==> src/rtl/multi_byte_alu_sequencer.sv <==
// multi_byte_alu_sequencer: runs a byte-wide ALU LSB-first over NUM_BYTES
// bytes, chaining carry/borrow, and reports the wide result and flags.
//
// Ports:
//   clk_i, rst_i         clock, synchronous active-high reset
//   start_i              request, sampled in IDLE only
//   a_i, b_i             wide operands, latched on accepted start
//   f_i                  ALU function code, latched on accepted start
//   carry_borrow_i       carry/borrow into byte 0
//   busy_o, done_o       busy in RUN/DONE, one-cycle done pulse
//   y_o                  wide result, held until next accepted start
//   carry_borrow_o       final carry/borrow (add/sub only)
//   status_flag_o        wide status flag

package multi_byte_alu_pkg;
    localparam int DATA_WIDTH    = 8;
    localparam int CONTROL_WIDTH = 3;

    localparam logic [CONTROL_WIDTH-1:0] OUTPUT_A_PLUS_B  = 3'd0;
    localparam logic [CONTROL_WIDTH-1:0] OUTPUT_A_MINUS_B = 3'd1;
    localparam logic [CONTROL_WIDTH-1:0] OUTPUT_A_AND_B   = 3'd2;
    localparam logic [CONTROL_WIDTH-1:0] OUTPUT_A_OR_B    = 3'd3;
    localparam logic [CONTROL_WIDTH-1:0] OUTPUT_A_XOR_B   = 3'd4;
    localparam logic [CONTROL_WIDTH-1:0] OUTPUT_NOT_A     = 3'd5;
    localparam logic [CONTROL_WIDTH-1:0] OUTPUT_A         = 3'd6;
    localparam logic [CONTROL_WIDTH-1:0] OUTPUT_B         = 3'd7;

    localparam logic [1:0] DEFAULT_FLAG  = 2'd0;
    localparam logic [1:0] OVERFLOW_FLAG = 2'd1;
    localparam logic [1:0] ZERO_FLAG     = 2'd2;
    localparam logic [1:0] NEGATIVE_FLAG = 2'd3;
endpackage

module eight_bit_alu
    import multi_byte_alu_pkg::*;
(
    input  logic [DATA_WIDTH-1:0]    a_i,
    input  logic [DATA_WIDTH-1:0]    b_i,
    input  logic [CONTROL_WIDTH-1:0] f_i,
    input  logic                     carry_borrow_i,
    output logic [DATA_WIDTH-1:0]    y_o,
    output logic                     carry_borrow_o
);
    logic [DATA_WIDTH:0] sum;
    logic [DATA_WIDTH:0] diff;
    logic [DATA_WIDTH:0] cb;

    always_comb begin
        cb   = {{DATA_WIDTH{1'b0}}, carry_borrow_i};
        // Bit DATA_WIDTH of the 9-bit difference is set when it wraps negative.
        sum  = {1'b0, a_i} + {1'b0, b_i} + cb;
        diff = {1'b0, a_i} - {1'b0, b_i} - cb;
        y_o            = '0;
        carry_borrow_o = 1'b0;
        case (f_i)
            OUTPUT_A_PLUS_B: begin
                y_o            = sum[DATA_WIDTH-1:0];
                carry_borrow_o = sum[DATA_WIDTH];
            end
            OUTPUT_A_MINUS_B: begin
                y_o            = diff[DATA_WIDTH-1:0];
                carry_borrow_o = diff[DATA_WIDTH];
            end
            OUTPUT_A_AND_B: y_o = a_i & b_i;
            OUTPUT_A_OR_B:  y_o = a_i | b_i;
            OUTPUT_A_XOR_B: y_o = a_i ^ b_i;
            OUTPUT_NOT_A:   y_o = ~a_i;
            OUTPUT_A:       y_o = a_i;
            OUTPUT_B:       y_o = b_i;
            default:        y_o = '0;
        endcase
    end
endmodule

module multi_byte_alu_sequencer
    import multi_byte_alu_pkg::*;
#(
    parameter int NUM_BYTES = 2
) (
    input  logic                              clk_i,
    input  logic                              rst_i,
    input  logic                              start_i,
    input  logic [NUM_BYTES*DATA_WIDTH-1:0]   a_i,
    input  logic [NUM_BYTES*DATA_WIDTH-1:0]   b_i,
    input  logic [CONTROL_WIDTH-1:0]          f_i,
    input  logic                              carry_borrow_i,
    output logic                              busy_o,
    output logic                              done_o,
    output logic [NUM_BYTES*DATA_WIDTH-1:0]   y_o,
    output logic                              carry_borrow_o,
    output logic [1:0]                        status_flag_o
);
    localparam int W  = NUM_BYTES * DATA_WIDTH;
    localparam int IW = (NUM_BYTES > 1) ? $clog2(NUM_BYTES) : 1;
    localparam logic [IW-1:0] LAST = IW'(NUM_BYTES - 1);

    typedef enum logic [1:0] {IDLE, RUN, DONE} state_t;

    state_t                   state, state_n;
    logic [W-1:0]             a_q, b_q, res_q, res_n;
    logic [CONTROL_WIDTH-1:0] f_q;
    logic                     chain_q;
    logic [IW-1:0]            idx;
    logic [DATA_WIDTH-1:0]    alu_y;
    logic                     alu_c;
    logic [W+DATA_WIDTH-1:0]  shift;
    logic                     arith;
    logic                     c_n;
    logic [1:0]               flag_n;

    // Operands shift right each RUN cycle, so byte 0 always feeds the ALU.
    eight_bit_alu u_alu (
        .a_i            (a_q[DATA_WIDTH-1:0]),
        .b_i            (b_q[DATA_WIDTH-1:0]),
        .f_i            (f_q),
        .carry_borrow_i (chain_q),
        .y_o            (alu_y),
        .carry_borrow_o (alu_c)
    );

    always_ff @(posedge clk_i) begin
        if (rst_i) state <= IDLE;
        else       state <= state_n;
    end

    always_comb begin
        state_n = state;
        unique case (state)
            IDLE:    if (start_i) state_n = RUN;
            RUN:     if (idx == LAST) state_n = DONE;
            DONE:    state_n = IDLE;
            default: state_n = IDLE;
        endcase

        // New byte enters at the top; after NUM_BYTES shifts it is aligned.
        shift = {alu_y, res_q};
        res_n = shift[W+DATA_WIDTH-1:DATA_WIDTH];

        arith = (f_q == OUTPUT_A_PLUS_B) || (f_q == OUTPUT_A_MINUS_B);
        c_n   = arith & alu_c;

        if (f_q == OUTPUT_A_PLUS_B && alu_c)
            flag_n = OVERFLOW_FLAG;
        else if (f_q == OUTPUT_A_MINUS_B && alu_c)
            flag_n = NEGATIVE_FLAG;
        else if (res_n == '0)
            flag_n = ZERO_FLAG;
        else
            flag_n = DEFAULT_FLAG;
    end

    always_ff @(posedge clk_i) begin
        if (rst_i) begin
            a_q            <= '0;
            b_q            <= '0;
            f_q            <= '0;
            chain_q        <= 1'b0;
            idx            <= '0;
            res_q          <= '0;
            y_o            <= '0;
            carry_borrow_o <= 1'b0;
            status_flag_o  <= DEFAULT_FLAG;
        end else begin
            if (state == IDLE && start_i) begin
                a_q     <= a_i;
                b_q     <= b_i;
                f_q     <= f_i;
                chain_q <= carry_borrow_i;
                idx     <= '0;
            end else if (state == RUN) begin
                a_q     <= a_q >> DATA_WIDTH;
                b_q     <= b_q >> DATA_WIDTH;
                res_q   <= res_n;
                chain_q <= alu_c;
                idx     <= idx + IW'(1);
                if (idx == LAST) begin
                    y_o            <= res_n;
                    carry_borrow_o <= c_n;
                    status_flag_o  <= flag_n;
                end
            end
        end
    end

    assign busy_o = (state != IDLE);
    assign done_o = (state == DONE);
endmodule

==> config.mk <==
export PLATFORM = sky130hd
export DESIGN_NAME = multi_byte_alu_sequencer
export DESIGN_NICKNAME = d
export VERILOG_FILES = /design/src/rtl/multi_byte_alu_sequencer.sv
export SDC_FILE = /design/constraint.sdc
export NUM_CORES = 1
export LEC_CHECK = 0
export CORE_MARGIN = 2
export CORE_UTILIZATION = 49
export DETAILED_ROUTE_END_ITERATION = 8
export PLACE_DENSITY_LB_ADDON = 0.2
export SLEW_MARGIN = 40
export SYNTH_ARGS = -nofsm -noshare
export SYNTH_HDL_FRONTEND = slang
export SYNTH_HIERARCHICAL = 1
export SYNTH_SLANG_ARGS = --single-unit
==> constraint.sdc <==
create_clock -name clk_i -period 2.51 [get_ports clk_i]
set_input_delay 0.502 -clock clk_i [delete_from_list [all_inputs] [get_ports clk_i]]
set_output_delay 0.502 -clock clk_i [all_outputs]
set_load 0.005 [all_outputs]
## Word-level counts from Yosys, hierarchy flattened

Index checks and enable logic that the tools add are counted.

| storage, ports and cells | value |
|---|---|
| register bits | 74 |
| output and inout port bits | 21 |
| input bits | 39 |
| logic and storage cells | 59 |

| operators by class | value |
|---|---|
| add/subtract/negate cells | 5 |
| equality and inequality tests | 11 |
| reductions and logical operators | 13 |
| multiplexer cells | 14 |
| bitwise gates (word level) | 6 |

Operators with widths:

| kind | number |
|---|---|
| $mux 16 | 4 |
| $pmux 8 s8 | 1 |
| $logic_not 16->1 | 1 |
| $eq 3x3->1 const B | 4 |
| $mux 2 | 5 |
| $add 8x8->9 | 1 |
| $add 9x1->9 | 1 |
| $sub 8x8->9 | 1 |
| $sub 9x1->9 | 1 |
| $and 8x8->8 | 1 |
| $not 8->8 | 1 |
| $or 8x8->8 | 1 |
| $xor 8x8->8 | 1 |
| $eq 3x2->1 const B | 2 |
| $ne 2x2->1 const B | 2 |
| $pmux 2 s2 | 1 |
| $reduce_and 2->1 | 2 |
| $reduce_bool 2->1 | 2 |
| $eq 3x1->1 const B | 1 |
| $logic_and 1x1->1 | 3 |
| $logic_not 3->1 | 1 |
| $reduce_and 3->1 | 1 |
| $eq 2x1->1 const B | 1 |
| $eq 2x2->1 const B | 1 |
| 8 further kinds | 9 |

## Longest topological paths before layout

Gate-level depths: netlist of run 1.

| depth | value |
|---|---|
| word-level depth | 7 |
| depth in mapped cells | 13 |
| mapped depth without buffers | 13 |

## Modules after synthesis

Netlist of run 1, hierarchy kept.

By module, submodules not included:

| module | area each (um^2) | seq. area each (um^2) | times used | cells each |
|---|---|---|---|---|
| multi_byte_alu_sequencer | 2468.6 | 1321.3 | 1 | 298 |
| eight_bit_alu | 1508.9 | 0.0 | 1 | 195 |

## Least setup slack after synthesis of run 1

No wires, ideal clock.

| path | value |
|---|---|
| kind | register to register |
| start | register a_q[0] |
| end | register status_flag_o[1] |
| clock period less this slack | 2.785 ns |
| data arrival time | 2.711 ns |
| buffers on the path | 0 |
| stages on the path, launching flop included | 14 |
| data required time | 2.435 ns |
| setup time | 0.075 ns |
| setup slack | -0.275 ns |
| cells stage by stage | dfxtp_1 inv_1 fa_1 inv_1 ha_1 o21a_1 o31ai_4 nand2_1 a31oi_1 xnor2_1 a221o_1 nor4_1 nand4_1 o22ai_1 |

| between the ends | value |
|---|---|
| cells in the longest elaborated chain, start to end | 7 |
| elaborated cells on any way between the ends | 16 |
| those cells by class | add/sub (4); mux (5); bitwise (4); reduce/logical (3) |

RTL lines:

| what | line | text |
|---|---|---|
| start, declared | 100 | `logic [W-1:0] a_q, b_q, res_q, res_n;` |
| start signal, assigned | 165 | `a_q <= a_i;` |
| start signal, assigned | 171 | `a_q <= a_q >> DATA_WIDTH;` |
| $sub 8x8->9 or $add 8x8->9 (tied branches) | 52, 51 |  |
| $sub 9x1->9 or $add 9x1->9 (tied branches) | 52, 51 |  |
| $pmux 8 s8 (*) | 55 | `case (f_i)` |
| via alu_y[7] | 104 | `logic [DATA_WIDTH-1:0] alu_y;` |
| $logic_not 16->1 (*) | 146 | `else if (res_n == '0)` |
| $mux 2 (*) | 146 |  |
| $mux 2 (*) | 144 | `else if (f_q == OUTPUT_A_MINUS_B && alu_c)` |
| $mux 2 (*) | 142 | `if (f_q == OUTPUT_A_PLUS_B && alu_c)` |
| end signal, assigned | 179 | `status_flag_o <= flag_n;` |
| end, declared | 91 | `output logic [1:0] status_flag_o` |

Mark *: on every way through the listed nets, which the timed path passes. The rest lies on a longest branch.
A chain may end at the register's enable or synchronous reset.

## Worst setup path in the final report of run 1

| path | value |
|---|---|
| start | register chain_q |
| end | register status_flag_o[1] |

| between the ends | value |
|---|---|
| cells in the longest elaborated chain, start to end | 6 |
| elaborated cells on any way between the ends | 10 |
| those cells by class | add/sub (2); mux (5); reduce/logical (3) |

RTL lines:

| what | line | text |
|---|---|---|
| start, declared | 102 | `logic chain_q;` |
| start signal, assigned | 168 | `chain_q <= carry_borrow_i;` |
| start signal, assigned | 174 | `chain_q <= alu_c;` |
| $sub 9x1->9 or $add 9x1->9 (tied branches) | 52, 51 |  |
| $pmux 8 s8 (*) | 55 |  |
| via alu_y[7] | 104 |  |
| $logic_not 16->1 (*) | 146 |  |
| $mux 2 (*) | 146 |  |
| $mux 2 (*) | 144 |  |
| $mux 2 (*) | 142 |  |

Marked as above.

==> results by group, run 1 <==
Die
  – Site row count: 32
  – Starting Density: 0.509
  – Die area: 8850 um^2
  – Top Ports: 60
  – Chip height: roughly 94 um
  – Core Region: around 7800 um^2
  – Die X: around 94 um

CTS
  – CTS Buf Count: 9
  – CTS root buffer: clkbuf_8
  – Clock tree buffer depth: 2
  – H-tree levels: 3
  – Hold-fix buffers, CTS: 0
  – CTS Sinks: between 60 and 70
  – Reg clk slew, reported paths: 90 ps
  – CTS tree: done
  – Worst-Skew Late Latency: 360 ps

Drt
  – # DRC: 0
  – Total Wirelength: approximately 11000 um
  – Drt pass-1 iters: 4
  – Iter 0 DRT Violations: 198
  – Mean routed wirelength per cell: 15.5 um
  – Vias per cell: about 5.5
  – Routed vias: 3937
  – Post-route ant nets: 0

Synthesis
  – Yosys warning total: 6
  – Sequential-to-total area share from yosys stat: 0.332
  – Synth async-reset ratio: 0
  – Synth Area in Simple Gates: 0.203
  – Multiplexer share of the synthesized area: 0.0330
  – Unique masters post-synth: 59
  – Main combinational cell family by area after synthesis: compound AO/OA/AOI/OAI gates
  – Number of synthesized flops with an enable pin: 0
  – Synthesized net count: ~570
  – Compound-cell area share of the yosys netlist: 0.215
  – Post-Syn Area: 3980 um^2
  – Cells after Synth: 493
  – Synth Area in XOR/XNOR: 0.0242
  – Main synth FF type: dfxtp_1
  – Adder-cell share of the synthesized area: 0.115
  – Flops & latches, synth: 66
  – Avg Inst Size Synth: roughly 8 um^2

Global route
  – Antenna violations before repair: 0
  – M3 GR Usage: 0.0457
  – Met2 global-route usage: 0.433
  – Total track usage: 0.254
  – GR peak layer: met2
  – Vias in the first global route: between 3000 and 4000
  – Largest net degree at the start of global routing: 37
  – M1 GR Usage: 0.317
  – GR Overflow Total: 0
  – First-pass GRT wire length: 17700 um

Critical path
  – WP data arrival: 3150 ps
  – CP Depth: 13
  – R2R depth: 13
  – CP endpoint kind: flip-flop
  – Worst r2r dst: status_flag_o[1]
  – Top delay family on crit path: compound AO/OA/AOI/OAI gates
  – CP most frequent cell: inv_2
  – FF-to-FF Start: chain_q
  – Setup CP Type: flip-flop to flip-flop
  – Crit-path slowest cell: fa_2
  – Worst setup path start: chain_q
  – Crit start category: flip-flop
  – Largest fanout on the critical path: 3
  – R2r setup slk: -350 ps
  – Buf+Inv Stages, Crit Path: 2
  – Cell Chain, Critical Path: inv_2 -> fa_2 -> inv_2 -> ha_4 -> o21a_1 -> o31ai_4 -> nand2_1 -> a31oi_2 -> xnor2_1 -> a221o_1 -> nor4_1 -> nand4_1 -> o22ai_1
  – Largest stage delay, worst path: 600 ps
  – CP required: roughly 2800 ps
  – Worst Setup EP: status_flag_o[1]

Timing
  – Worst slew margin: 0.501
  – Worst Slack Setup Final: -351 ps
  – Fin crit share: 1.14
  – Max Clock Skew: around 11 ps
  – Hold Vio Cnt, Final: 0
  – Unrepaired setup endpoints after global routing: true
  – Worst-margin pin slew: ~750 ps
  – Slew Viols, Final: 0
  – Final Critical Period: between 2000 and 3000 ps
  – Setup-failing EPs final: 15
  – Achievable Freq: 0.350 GHz

Power
  – Switch Pwr: between 0.001 and 0.0015 W
  – Seq pwr share: 0.384
  – Leakage: approximately 2.2 nW
  – Comb pwr share: 0.338
  – Internal power: approximately 0.0020 W
  – Power share of the clock group: 0.278
  – PwrDens: 547 nW/um^2
  – Net Sw Frac: 0.338
  – Peak supply drop: around 0.00035 V
  – Tot Pwr: around 0.003 W

Placed design
  – Cell count after placement: 684
  – Dpl ws: -303 ps
  – Number of port buffers: around 60
  – Routability Congestion: 0.947
  – Detail Placement HPWL: approximately 7700 um

Status
  – Status: complete, but fails checks
  – Violated checks: setup timing

Final layout
  – Nets: 677
  – Fill count: ~610
  – Layout Cells excl Fill: 711
  – Most common cell after layout, fill and taps aside: nand2_1
  – Most frequent cells in the layout: nand2_1, a21oi_1, buf_4
  – Antenna Cells: 0
  – Syn-to-layout area delta: 37.8%
  – Layout cells sized above 1: 0.259

Min path
  – HP Start: y_o[1]
  – Hold Path Depth: 2
  – Worst hold path class: flip-flop to flip-flop

Run
  – Max_cap viols: 0
cell families (layout without fill, tap and decap cells):
family / Yosys count / after routing
buffers and inverters: 63 / 179
XOR/XNOR: 11 / 11
AND/OR/NAND/NOR: 174 / 174
multiplexers: 9 / 9
AO/OA/AOI/OAI: 136 / 136
flip-flops: 66 / 66
adder cells (fa/ha/maj): 34 / 34
final cells by class:
type | instances | area [um^2] | area share
tap | 102 | 128 | 0.0233
timing repair buffer | 131 | 1170 | 0.214
multi-input combinational | 364 | 2550 | 0.466
clock buffer | 9 | 124 | 0.0226
clock inverter | 7 | 53.8 | 0.00982
sequential | 66 | 1330 | 0.242
inverter | 32 | 123 | 0.0224
registers in the layout (all words and copies together), names as in the netlist, 2 cells and up:
register	cells
a_q	16
b_q	16
f_q	3
res_q	8
state	2
status_flag_o	2
y_o	16
layer usage:
layer	vias to the layer above	wire length, um
li1	1918	-
met1	1857	4750
met2	141	5440
met3	21	602
met4	0	231
met5	-	0
synth_stat cells, drive strengths merged, types with 5 or more instances:
cell type  number  area, um^2
or2             5        31.3
a21oi          70         350
nor2b           7        43.8
inv            32         120
nand2         105         394
a22oi          20         150
dfxtp          66        1320
xor2            7        61.3
ha             30         375
clkbuf         16         100
nor2           12        52.6
o21ai          13        65.1
buf            15        90.1
nand3          22         110
power by group through the flow:
stage               Clock (W)  Sequential, W  Combinational, W
floorplan                   0        0.00116          0.000495
global placement            0        0.00117          0.000810
detailed placement          0        0.00117          0.000823
CTS                  0.000843        0.00115          0.000912
global route         0.000884        0.00116           0.00109
finish               0.000834        0.00115           0.00101
worst min path at each step:
| stage | end | slack [ps] |
|---|---|---|
| floorplan | y_o[6] | 440 |
| global placement | y_o[6] | 440 |
| detailed placement | y_o[13] | 450 |
| CTS | y_o[13] | 460 |
| global route | y_o[1] | 480 |
| finish | y_o[1] | 460 |
timing repair:
| action | in CTS | in global routing |
|---|---|---|
| buffers inserted | 8 | 5 |
| resized for setup | 42 | 22 |
| setup endpoints to repair | 14 | 16 |
| pin swaps | 22 | 11 |
| endpoints found under the hold margin | 0 | 0 |
worst min-delay path, stage by stage (launching register included):
cell	delay (ps)
dfxtp_1	320
nand2_1	50
a21oi_1	50
through the flow:
stage           util  setup TNS (ps)  hold WS (ps)  instance area, um^2
2_1_floorplan      -            -118           445                 3990
3_3_place_gp   0.638            -595           443                 4980
3_5_place_dp   0.638           -1550           446                 4980
4_1_cts        0.686            -645           457                 5350
5_1_grt        0.702           -3700           476                 5480
6_report       0.702           -1770           456                 5480
Note: power is estimated with default switching activity, not from simulation.
==> run 2, diff against run 1 <==
Settings changed: HOLD_SLACK_MARGIN set to 0.1.
==> results of run 2 <==
Final layout, timing and power as in run 1 (identical DEF).
==> run 3, diff against run 2 <==
Settings changed: GPL_ROUTABILITY_DRIVEN set to 0.
==> run 3 against run 2 <==
Effect of this change: the run still ends with setup timing left; combinational power fell by 4%; via count fell by 1.9%; clock skew rose by 3.9 ps; fmax rose by 3.7%; flip-flop and latch count did not move; design area rose by 0.14%; first-iteration DRC count rose by 13%; sequential share of layout area barely moved; utilization rose by 0.096 points; wire length fell by 1.2%; clock power rose by 24%; largest power group unchanged; highest routed layer unchanged.
==> results by group, run 3 (same netlist as run 1, synthesis figures left out) <==
Placed design
  – Detail Placement HPWL: 7810 um
  – Number of port buffers: 59
  – Area after DPL: 4980 um^2

Critical path
  – Setup CP Type: flip-flop to flip-flop
  – Largest fanout on the critical path: 3
  – CP required: 2790 ps
  – Cell Chain, Critical Path: inv_2 -> fa_2 -> inv_2 -> ha_4 -> o21a_4 -> o31ai_4 -> nand2_1 -> a31oi_1 -> xnor2_1 -> a221o_1 -> nor4_2 -> nand4_1 -> o22ai_1
  – CP endpoint kind: flip-flop
  – Top delay family on crit path: compound AO/OA/AOI/OAI gates
  – Crit-path slowest cell: fa_2
  – Largest stage delay, worst path: ~600 ps
  – FF-to-FF Start: chain_q
  – WP data arrival: between 3000 and 4000 ps
  – CP most frequent cell: inv_2
  – Crit start category: flip-flop
  – Buf+Inv Stages, Crit Path: 2
  – Worst setup path start: chain_q

Power
  – Seq pwr share: 0.365
  – Internal power: ~0.0022 W
  – Switch Pwr: 0.000995 W
  – Power share of the clock group: 0.328
  – Peak supply drop: 0.000504 V
  – Leakage: ~2.2 nW
  – Comb pwr share: 0.307
  – PwrDens: between 500 and 600 nW/um^2
  – Net Sw Frac: 0.315

CTS
  – CTS Buf Count: 9
  – Worst-Skew Late Latency: 350 ps
  – CTS root buffer: clkbuf_8
  – H-tree levels: 3
  – Hold-fix buffers, CTS: 0
  – CTS tree: done
  – Reg clk slew, reported paths: 80 ps
  – Clock tree buffer depth: 2
  – CTS Sinks: 66

Final layout
  – Most frequent cells in the layout: nand2_1, a21oi_1, dfxtp_1
  – Antenna Cells: 0
  – Syn-to-layout area delta: 38.0%
  – Design area: 5490 um^2
  – Nets: 671
  – Most common cell after layout, fill and taps aside: nand2_1
  – Layout cells sized above 1: 0.264
  – Biggest regs: a_q x16, b_q x16, y_o x16

Drt
  – Iter 0 DRT Violations: about 220
  – # DRC: 0
  – Vias per cell: between 5 and 6
  – Post-route ant nets: 0
  – Routed vias: roughly 3900
  – Mean routed wirelength per cell: 15.4 um
  – Drt pass-1 iters: 5
  – Total Wirelength: 10900 um

Die
  – Die X: ~94 um
  – Site row count: 32
  – Top Ports: 60
  – Chip height: approximately 94 um
  – Starting Density: 0.509
  – Core Region: 7810 um^2
  – Die area: 8850 um^2

Timing
  – Worst Slack Setup Final: -249 ps
  – Worst slew margin: 0.457
  – Final setup TNS: -770 ps
  – Slew Viols, Final: 0
  – Setup-failing EPs final: 6
  – Max Clock Skew: 14.9 ps
  – Final Critical Period: 2760 ps
  – Worst-margin pin slew: roughly 810 ps
  – Achievable Freq: 0.362 GHz
  – Unrepaired setup endpoints after global routing: true
  – Fin crit share: 1.10
  – Hold Vio Cnt, Final: 0

Global route
  – Vias in the first global route: 3663
  – Total track usage: 0.253
  – First-pass GRT wire length: roughly 17000 um
  – GR Overflow Total: 0
  – Antenna violations before repair: 0
  – Largest net degree at the start of global routing: 48

Status
  – Status: complete, but fails checks
  – Violated checks: setup timing

Min path
  – Worst hold path class: flip-flop to flip-flop
  – HP Start: y_o[14]

Run
  – Max_cap viols: 0
==> run 3: timing repair <==
action                                  4_1_cts  5_1_grt
pin swaps                                    16       26
endpoints found under the setup margin       16       19
gates resized for setup                      26       43
setup buffers                                 4        3
==> run 3: final timing paths <==
path | depth (start not counted) | slack [ps] | to
hold reg to reg | 2 | 450 | y_o[14]
setup / recovery | 13 | -250 | status_flag_o[1]
setup reg to reg | 13 | -250 | status_flag_o[1]
hold / removal | 2 | 450 | y_o[14]
==> run 3: metrics by stage <==
| stage | total power, W | hold WS, ps | setup WS (ps) | std cells | utilization |
|---|---|---|---|---|---|
| after floorplan | 0.00165 | 445 | -118 | 493 | - |
| after global placement | 0.00198 | 444 | -248 | 684 | 0.638 |
| after detailed placement | 0.00200 | 449 | -337 | 684 | 0.638 |
| after CTS | 0.00306 | 461 | -258 | 703 | 0.679 |
| after global routing | 0.00330 | 478 | -354 | 705 | 0.703 |
| final | 0.00315 | 454 | -249 | 705 | 0.703 |
==> run 3: routing by layer <==
metal	GRT usage	wire length, um	vias up	share of wire
met5	0	0	-	0
met4	0.0749	161	0	0.015
met3	0.0490	511	15	0.047
met2	0.433	5350	114	0.49
met1	0.321	4870	1828	0.45
li1	-	-	1906	-
==> run 3: final cells by class <==
cell class	count	area [um^2]
clock buffers	9	124
inverters	32	123
clock inverters	7	101
multi-input cells	364	2550
flip-flops and latches	66	1330
fillers	632	2320
well taps	102	128
repair buffers	125	1130
==> run 3: power by group through the flow <==
| stage | combinational [W] | clock (W) | sequential (W) |
|---|---|---|---|
| final | 0.000967 | 0.00103 | 0.00115 |
| after global routing | 0.00105 | 0.00109 | 0.00116 |
| after CTS | 0.000866 | 0.00104 | 0.00115 |
| after detailed placement | 0.000827 | 0 | 0.00117 |
| after global placement | 0.000809 | 0 | 0.00117 |
| after floorplan | 0.000495 | 0 | 0.00116 |
==> run 3: worst reg2reg max path: cells and delay by family, from the launching register on <==
kind | cells | cell delay [ps]
xor+xnor | 1 | 80
flops | 1 | 350
buf+inv | 2 | 90
compound gates | 5 | 1060
simple gates | 3 | 360
fa+ha+maj | 2 | 750
